--- src/rtl/axis_ipv4_frame_filter.sv ---
// AXI-Stream ingress filter: forwards well-formed IPv4 Ethernet frames through a
// single output register and silently consumes everything else, with pass/drop counters.
module axis_ipv4_frame_filter #(
  parameter int DATA_WIDTH = 512,
  parameter int KEEP_WIDTH = DATA_WIDTH / 8
) (
  input  logic                  clk,
  input  logic                  rst_n,
  input  logic [DATA_WIDTH-1:0] s_axis_tdata,
  input  logic [KEEP_WIDTH-1:0] s_axis_tkeep,
  input  logic                  s_axis_tvalid,
  output logic                  s_axis_tready,
  input  logic                  s_axis_tlast,
  output logic [DATA_WIDTH-1:0] m_axis_tdata,
  output logic                  m_axis_tvalid,
  input  logic                  m_axis_tready,
  output logic                  m_axis_tlast,
  input  logic                  enable,
  output logic [31:0]           stat_pass_frames,
  output logic [31:0]           stat_drop_frames
);

  typedef enum logic [1:0] {
    ST_HEAD = 2'd0,
    ST_PASS = 2'd1,
    ST_DROP = 2'd2
  } state_t;

  state_t                r_state;
  state_t                w_state_nxt;
  logic [1:0]            r_rst_sync;
  logic                  w_rst_n;
  logic [DATA_WIDTH-1:0] r_m_tdata;
  logic                  r_m_tvalid;
  logic                  r_m_tlast;
  logic [31:0]           r_pass_cnt;
  logic [31:0]           r_drop_cnt;

  logic                  w_accept;
  logic                  w_head_ok;
  logic                  w_load;
  logic                  w_pass_inc;
  logic                  w_drop_inc;
  logic [7:0]            w_byte12;
  logic [7:0]            w_byte13;
  logic [7:0]            w_byte14;
  logic                  w_unused_keep;

  // Reset asserts immediately but releases two clocks after rst_n rises.
  always_ff @(posedge clk or negedge rst_n) begin
    if (!rst_n) begin
      r_rst_sync <= 2'b00;
    end else begin
      r_rst_sync <= {r_rst_sync[0], 1'b1};
    end
  end

  assign w_rst_n = r_rst_sync[1];

  assign w_byte12 = s_axis_tdata[12*8 +: 8];
  assign w_byte13 = s_axis_tdata[13*8 +: 8];
  assign w_byte14 = s_axis_tdata[14*8 +: 8];

  assign w_head_ok = enable &&
                     (w_byte12 == 8'h08) && (w_byte13 == 8'h00) &&
                     (w_byte14[7:4] == 4'd4) && (w_byte14[3:0] >= 4'd5) &&
                     (&s_axis_tkeep[19:0]);

  assign w_unused_keep = ^s_axis_tkeep[KEEP_WIDTH-1:20];

  // Discarded beats never touch the output register, so DROP never back-pressures.
  assign s_axis_tready = w_rst_n &&
                         ((r_state == ST_DROP) || !r_m_tvalid || m_axis_tready);
  assign w_accept      = s_axis_tvalid && s_axis_tready;

  always_ff @(posedge clk or negedge w_rst_n) begin
    if (!w_rst_n) begin
      r_state <= ST_HEAD;
    end else begin
      r_state <= w_state_nxt;
    end
  end

  always_comb begin
    w_state_nxt = r_state;
    w_load      = 1'b0;
    w_pass_inc  = 1'b0;
    w_drop_inc  = 1'b0;
    case (r_state)
      ST_HEAD: begin
        if (w_accept) begin
          if (w_head_ok) begin
            w_load     = 1'b1;
            w_pass_inc = s_axis_tlast;
            if (!s_axis_tlast) w_state_nxt = ST_PASS;
          end else begin
            w_drop_inc = 1'b1;
            if (!s_axis_tlast) w_state_nxt = ST_DROP;
          end
        end
      end
      ST_PASS: begin
        if (w_accept) begin
          w_load = 1'b1;
          if (s_axis_tlast) begin
            w_pass_inc  = 1'b1;
            w_state_nxt = ST_HEAD;
          end
        end
      end
      ST_DROP: begin
        if (w_accept && s_axis_tlast) w_state_nxt = ST_HEAD;
      end
      default: begin
        w_state_nxt = ST_HEAD;
      end
    endcase
  end

  // A load can only happen when the register is empty or draining this cycle.
  always_ff @(posedge clk or negedge w_rst_n) begin
    if (!w_rst_n) begin
      r_m_tdata  <= '0;
      r_m_tlast  <= 1'b0;
      r_m_tvalid <= 1'b0;
    end else if (w_load) begin
      r_m_tdata  <= s_axis_tdata;
      r_m_tlast  <= s_axis_tlast;
      r_m_tvalid <= 1'b1;
    end else if (m_axis_tready) begin
      r_m_tvalid <= 1'b0;
    end
  end

  always_ff @(posedge clk or negedge w_rst_n) begin
    if (!w_rst_n) begin
      r_pass_cnt <= 32'd0;
      r_drop_cnt <= 32'd0;
    end else begin
      if (w_pass_inc) r_pass_cnt <= r_pass_cnt + 32'd1;
      if (w_drop_inc) r_drop_cnt <= r_drop_cnt + 32'd1;
    end
  end

  assign m_axis_tdata     = r_m_tdata;
  assign m_axis_tvalid    = r_m_tvalid;
  assign m_axis_tlast     = r_m_tlast;
  assign stat_pass_frames = r_pass_cnt;
  assign stat_drop_frames = r_drop_cnt;

endmodule
--- config.mk ---
export PLATFORM = sky130hd
export DESIGN_NAME = axis_ipv4_frame_filter
export DESIGN_NICKNAME = d
export VERILOG_FILES = /design/src/rtl/axis_ipv4_frame_filter.sv
export SDC_FILE = /design/constraint.sdc
export NUM_CORES = 1
export LEC_CHECK = 0
export CAP_MARGIN = 20
export CELL_PAD_IN_SITES_DETAIL_PLACEMENT = 2
export CELL_PAD_IN_SITES_GLOBAL_PLACEMENT = 2
export CORE_AREA = 2 2 451 453
export CTS_CLUSTER_DIAMETER = 80
export DETAILED_ROUTE_END_ITERATION = 7
export DIE_AREA = 0 0 453 455
export PLACE_DENSITY_LB_ADDON = 0.1
export SYNTH_ARGS = -nofsm -noshare
export SYNTH_HDL_FRONTEND = slang
export SYNTH_SLANG_ARGS = --single-unit
--- constraint.sdc ---
create_clock -name clk -period 16 [get_ports clk]
set_input_delay 1.6 -clock clk [delete_from_list [all_inputs] [get_ports clk]]
set_output_delay 1.6 -clock clk [all_outputs]
set_load 0.01 [all_outputs]
==> results of run 1 <==
## report_power, final
part	switching (W)	total, W	internal, W
Combinational	0.0000726	0.000205	0.000132
Clock	0.000815	0.00211	0.00129
Sequential	0.0000108	0.00149	0.00148
## routing by layer
metal  global-route usage, %  vias up  wire length (um)
met5                       0        -               353
met4                   4.172       60              4283
met3                   6.266      229             13560
met2                   19.94      760             61430
met1                   11.23     8629             41180
li1                        -     7415                 -
## flip-flops by register name, indices dropped and copies added (netlist names)
register          flops
stat_pass_frames     32
r_state               2
m_axis_tlast          1
m_axis_tvalid         1
m_axis_tdata        512
stat_drop_frames     32
r_rst_sync            2
## cells in the mapped netlist, drive strengths merged
cell    count
nor4       15
nand3      28
a211oi      1
mux2      514
nor2       13
or4b        3
or3         1
nor4bb      1
conb        1
a41oi       1
a21oi       2
o21a        2
nor3b       1
nand2b      3
and2        4
xor2       31
a21o        1
nor2b       3
and3b       1
and3       13
and4        3
o21ai       1
nand2      16
nor3       21
ha          2
nand4      43
nor4b       5
xnor2      31
clkbuf     12
buf        58
inv         5
dfrtp     582
## through the flow
stage / instances / power (W)
3_5_place_dp: 5154 / 0.001728
6_report: 5350 / 0.003804
2_1_floorplan: 1418 / 0.001549
5_1_grt: 5338 / 0.003991
3_3_place_gp: 5153 / 0.001724
4_1_cts: 5327 / 0.003925
## cell type report
cell class | count | area (um^2) | share of cell area, %
Clock inverter | 30 | 384.1 | 0.9601
Tap cell | 2672 | 3343 | 8.357
Multi-Input combinational cell | 761 | 7471 | 18.67
Antenna cell | 21 | 52.55 | 0.1314
Timing Repair Buffer | 1136 | 11390 | 28.47
Sequential cell | 582 | 14570 | 36.41
Clock buffer | 143 | 2779 | 6.946
Inverter | 5 | 18.77 | 0.04691
## cells by family (layout without fill, tap and decap cells)
family,Yosys count,after routing,synth area share [%]
adders and majority gates,2,2,0.1103
other,1,22,0.01654
AOI/OAI and AO/OA,8,8,0.2372
DFF,582,582,64.22
and+or+nand+nor,174,174,4.491
xor gates and xnor gates,62,62,2.394
buffers and inverters,75,1314,3.007
muxes,514,514,25.52
## worst max-delay path by stage
stage | end | depth (start not counted)
floorplan | m_axis_tdata[10] | 6
global route | m_axis_tdata[223] | 8
global placement | m_axis_tdata[453] | 8
detailed placement | m_axis_tdata[447] | 8
CTS | m_axis_tdata[453] | 8
finish | m_axis_tdata[135] | 8
==> flow_summary.ini, run 1 <==
[route]
drt_wl_total_mm = 120.8
vias_per_cell = 3.195
route.detailed.drc = 0
final_antenna_net_count = 0
drt_pass1_iterations = 4
route.detailed.wl_per_inst_um = 22.58
drt-initial-drc-count = 345
vias = 17090

[critical_path]
worst_r2r_path_depth = 4
slowest_delay_ns = 0.77
worst_r2r_endpoint = m_axis_tdata[163]
cpLargestDelayFamily = buffers and inverters
crit_path_start = s_axis_tdata[101]
path_cells = clkdlybuf4s50_1 -> or4b_4 -> nor4_4 -> a41oi_4 -> nor2_4 -> buf_4 -> buf_4 -> mux2_1
cp_data_required_time_ns = 16.57
cp_max_fo = 57
cp_num_buf_inv = 3
reg2reg_from = r_rst_sync[1]
critical_path.startpoint_type = input port
reg2reg_slack_ns = 11.81
worstSetupPathType = in2reg
critical_path_arrival_ns = 5.36
crit_path_top_delay_cell = sky130_fd_sc_hd__buf_4
critPathMostFrequentCell = sky130_fd_sc_hd__buf_4
end_kind = flip-flop

[layout]
layout_cell_share_with_drive_strength_beyond_1_pct = 10.88
layout_common_cells = sky130_fd_sc_hd__clkdlybuf4s50_1, sky130_fd_sc_hd__dfrtp_1, sky130_fd_sc_hd__mux2_1
area_growth_pct = 76.41
final_util_pct = 19.88
layout.nets = 3164
fillerInstances = 22130
most_common_cell_after_layout_fill_and_taps_aside = sky130_fd_sc_hd__clkdlybuf4s50_1
finish.instance_area_mm2 = 0.04001

[clock_tree]
post_cts_hold_buffer_count = 0
numCtsBuffers = 94
cts.reportedPaths.clkPinSlew_ns = 0.05
clock_latency_ns = 0.71
cts.repair.resized = 0
number_of_sinks_driven_by_the_clock_tree = 582
postCtsSetupRepairBufs = 0
clockBufferDepth = 3
tritoncts = yes
cts-root-buf = sky130_fd_sc_hd__clkbuf_16
htreeDepth = 3

[grt]
grt_usage_pct = 11.38
grt_start_max_net_pins = 160
global_route_wire_length_before_repair_mm = 165.4
antenna_found_initial = 63
globalRouteOverflowTotal = 0
first_global_vias = 19790

[floorplanning]
dieWidth_um = 453
io-pin-count = 1161
placementRows = 165
core-area_mm2 = 0.2013
die_area_mm2 = 0.2061
dieHeight_um = 455
floorplan.initialDensity_pct = 11.27

[yosys]
post-synth-top-area-cell = sky130_fd_sc_hd__dfrtp_1
avgSynthCellArea_um2 = 15.99
yosys_warnings = 0
postSynthCellCount = 1418
area_share_of_the_largest_cell_type_after_synthesis_pct = 64.22
synth_top_cells_by_area = sky130_fd_sc_hd__dfrtp_1, sky130_fd_sc_hd__mux2_1, sky130_fd_sc_hd__mux2_2
share_of_synthesized_area_occupied_by_flip_flops_and_latches_pct = 64.22
yosysUniqueCellTypes = 40
postSynthNetCount = 2002
ys_ff_latch = 582
syn_area_mm2 = 0.02268

[power]
vdd_drop_max_mv = 0.07417
power.density_cell_area_mw_per_mm2 = 95.08
total_leakage_power_nw = 17.78

[placement]
dp.final_hpwl_mm = 94.76
detailed_place.area_mm2 = 0.03676
preCtsSetupSlack_ns = 10.06
gpl.final_weighted_congestion = 0.7513
placement.io_buffers = 1116

[timing]
finalHoldViolCount = 0
maxClockFrequency_mhz = 208.9
hold_ws_ns = 0.2632
post-route-period-util_pct = 29.92
worst_pin_slew_ns = 1.169
report.final.slew_viol_count = 0
setup_tns_ns = 0
finalSetupViolCount = 0
timing.final.crit_period_ns = 4.787
skew_ns = 0.04483
rsz0062_at_grt = false
postLayoutSetupSlackWorst_ns = 11.21
slew-limit-headroom_pct = 22.07

[status]
run_status = complete, no violations

[worst_hold_path]
hold_path.class = reg2async

[run]
max_cap_violations = 0
(Power assumes the default switching activity.)
==> inputs of run 2 (changes only) <==
CORE_AREA = 2 2 446 448   (was 2 2 451 453)
DIE_AREA = 0 0 448 450   (was 0 0 453 455)
clock period = 4.7 ns   (was 16 ns; I/O delays follow)
==> flow_summary.ini, run 2 (synthesis results as in run 1) <==
[critical_path]
critical_path.startpoint_type = input port
cp_max_fo = 34
cp_data_required_time_ns = 5.27
reg2reg_slack_ns = 2.11
worstSetupPathType = in2reg
reg2reg_from = stat_drop_frames[17]
worst_r2r_endpoint = stat_drop_frames[28]
end_kind = flip-flop
worst_r2r_path_depth = 5
critical_path_arrival_ns = 3.40

[clock_tree]
numCtsBuffers = 91
htreeDepth = 3
clock_latency_ns = 0.70
clockBufferDepth = 3
postCtsSetupRepairBufs = 0
number_of_sinks_driven_by_the_clock_tree = 582
tritoncts = yes
cts.reportedPaths.clkPinSlew_ns = 0.05
cts-root-buf = sky130_fd_sc_hd__clkbuf_16

[timing]
worst_pin_slew_ns = 0.9590
report.final.slew_viol_count = 0
slew-limit-headroom_pct = 35.53
post-route-period-util_pct = 60.12
finalSetupViolCount = 0
skew_ns = 0.02366
rsz0062_at_grt = false
maxClockFrequency_mhz = 353.9
finalHoldViolCount = 0
timing.final.crit_period_ns = 2.826

[power]
power.density_cell_area_mw_per_mm2 = 312.5
combinationalPowerShare_pct = 5.7
vdd_drop_max_mv = 0.2163
internal_cell_power_w = 0.009520
p_sw_share_pct = 23.47
seq_power_share_pct = 40.7
netSwitchingPower_w = 0.002919
total_leakage_power_nw = 17.71
clock_power_share_pct = 53.5

[layout]
largest_reg_flops = 512
final_util_pct = 20.25
fillerInstances = 21570
most_common_cell_after_layout_fill_and_taps_aside = sky130_fd_sc_hd__clkdlybuf4s50_1
area_growth_pct = 75.52
layout_common_cells = sky130_fd_sc_hd__clkdlybuf4s50_1, sky130_fd_sc_hd__dfrtp_1, sky130_fd_sc_hd__mux2_1
finish.instance_area_mm2 = 0.03980
layout_cell_share_with_drive_strength_beyond_1_pct = 10.59
layout.nets = 3173

[floorplanning]
floorplan.initialDensity_pct = 11.53
core-area_mm2 = 0.1966
placementRows = 163
die_area_mm2 = 0.2016
io-pin-count = 1161
dieHeight_um = 450
dieWidth_um = 448

[grt]
grt_usage_pct = 12.26
global_route_wire_length_before_repair_mm = 171.8
grt_start_max_net_pins = 126
first_global_vias = 19460
antenna_found_initial = 43
gr-usage-met2_pct = 21.69
grt_use_met3_pct = 5.075
globalRouteOverflowTotal = 0
grt_use_met1_pct = 13.14
gr-max-usage-layer = met2

[status]
run_status = complete, no violations

[route]
drt_pass1_iterations = 4
vias = 17060
drt_wl_total_mm = 125.1
final_antenna_net_count = 0
drt-initial-drc-count = 416
route.detailed.wl_per_inst_um = 23.55
route.detailed.drc = 0
vias_per_cell = 3.210

[run]
max_cap_violations = 0

[worst_hold_path]
hold_path.class = reg2async

[placement]
dp.final_hpwl_mm = 99.97
gpl.final_weighted_congestion = 0.7614
placement.io_buffers = 1116
detailed_place.area_mm2 = 0.03688
## run 2: what timing repair did
item | 4_1_cts | 5_1_grt
hold endpoints to repair | 2 | 0
gates resized for setup | 0 | 0
hold buffers | 1 | 0
## run 2: area by class of cell
type                            instances  area (um^2)  share of cell area (%)
Antenna cell                           20        50.05                  0.1257
Clock buffer                          133         2565                   6.444
Clock inverter                         24        296.5                  0.7450
Inverter                                5        18.77                 0.04715
Multi-Input combinational cell        761         7465                   18.75
Sequential cell                       582        14570                   36.60
Tap cell                             2640         3303                   8.299
Timing Repair Buffer                 1148        11540                   28.99
## run 2: power by group through the flow
stage               Clock [W]  Combinational (W)  Sequential (W)
floorplan                   0          0.0000489         0.00522
global placement            0           0.000728         0.00515
detailed placement          0           0.000737         0.00515
CTS                   0.00704           0.000743         0.00507
global route          0.00723           0.000784         0.00507
finish                0.00666           0.000713         0.00507
## run 2: layer usage
| layer | share of wire, % | routed length (um) |
|---|---|---|
| met5 | 0.098 | 123 |
| met4 | 2.7 | 3320 |
| met3 | 9.1 | 11330 |
| met2 | 52 | 64870 |
| met1 | 36 | 45490 |
## run 2: worst max-delay path by stage
stage | from | endpoint | slack, ns | cells past startpoint
final | s_axis_tdata[101] | m_axis_tdata[327] | 1.87 | 8
after global routing | s_axis_tdata[107] | m_axis_tdata[347] | 1.72 | 8
after CTS | s_axis_tdata[107] | m_axis_tdata[327] | 1.83 | 8
after detailed placement | s_axis_tdata[107] | m_axis_tdata[347] | 1.04 | 8
after global placement | s_axis_tdata[101] | m_axis_tdata[395] | 1.11 | 8
after floorplan | r_rst_sync[1] | m_axis_tdata[10] | -1.72 | 6
## run 2: worst max-delay path, stage by stage
cell                              delay [ns]
sky130_fd_sc_hd__clkdlybuf4s50_1        0.42
sky130_fd_sc_hd__or4b_4                 0.56
sky130_fd_sc_hd__nor4_4                 0.32
sky130_fd_sc_hd__a41oi_4                0.20
sky130_fd_sc_hd__nor2_4                 0.21
sky130_fd_sc_hd__buf_12                 0.24
sky130_fd_sc_hd__buf_4                  0.50
sky130_fd_sc_hd__mux2_1                 0.39
## run 2: through the flow
| step | worst slack [ns] | hold WS, ns | total power (W) | instances | TNS (ns) |
|---|---|---|---|---|---|
| 2_1_floorplan | -1.717 | 0.1744 | 0.005272 | 1418 | -1497.92 |
| 3_3_place_gp | 1.114 | 0.1600 | 0.005881 | 5135 | 0 |
| 3_5_place_dp | 1.035 | 0.1639 | 0.005891 | 5135 | 0 |
| 4_1_cts | 1.833 | 0.1515 | 0.01285 | 5293 | 0 |
| 5_1_grt | 1.721 | 0.1637 | 0.01308 | 5301 | 0 |
| 6_report | 1.874 | 0.1465 | 0.01244 | 5313 | 0 |
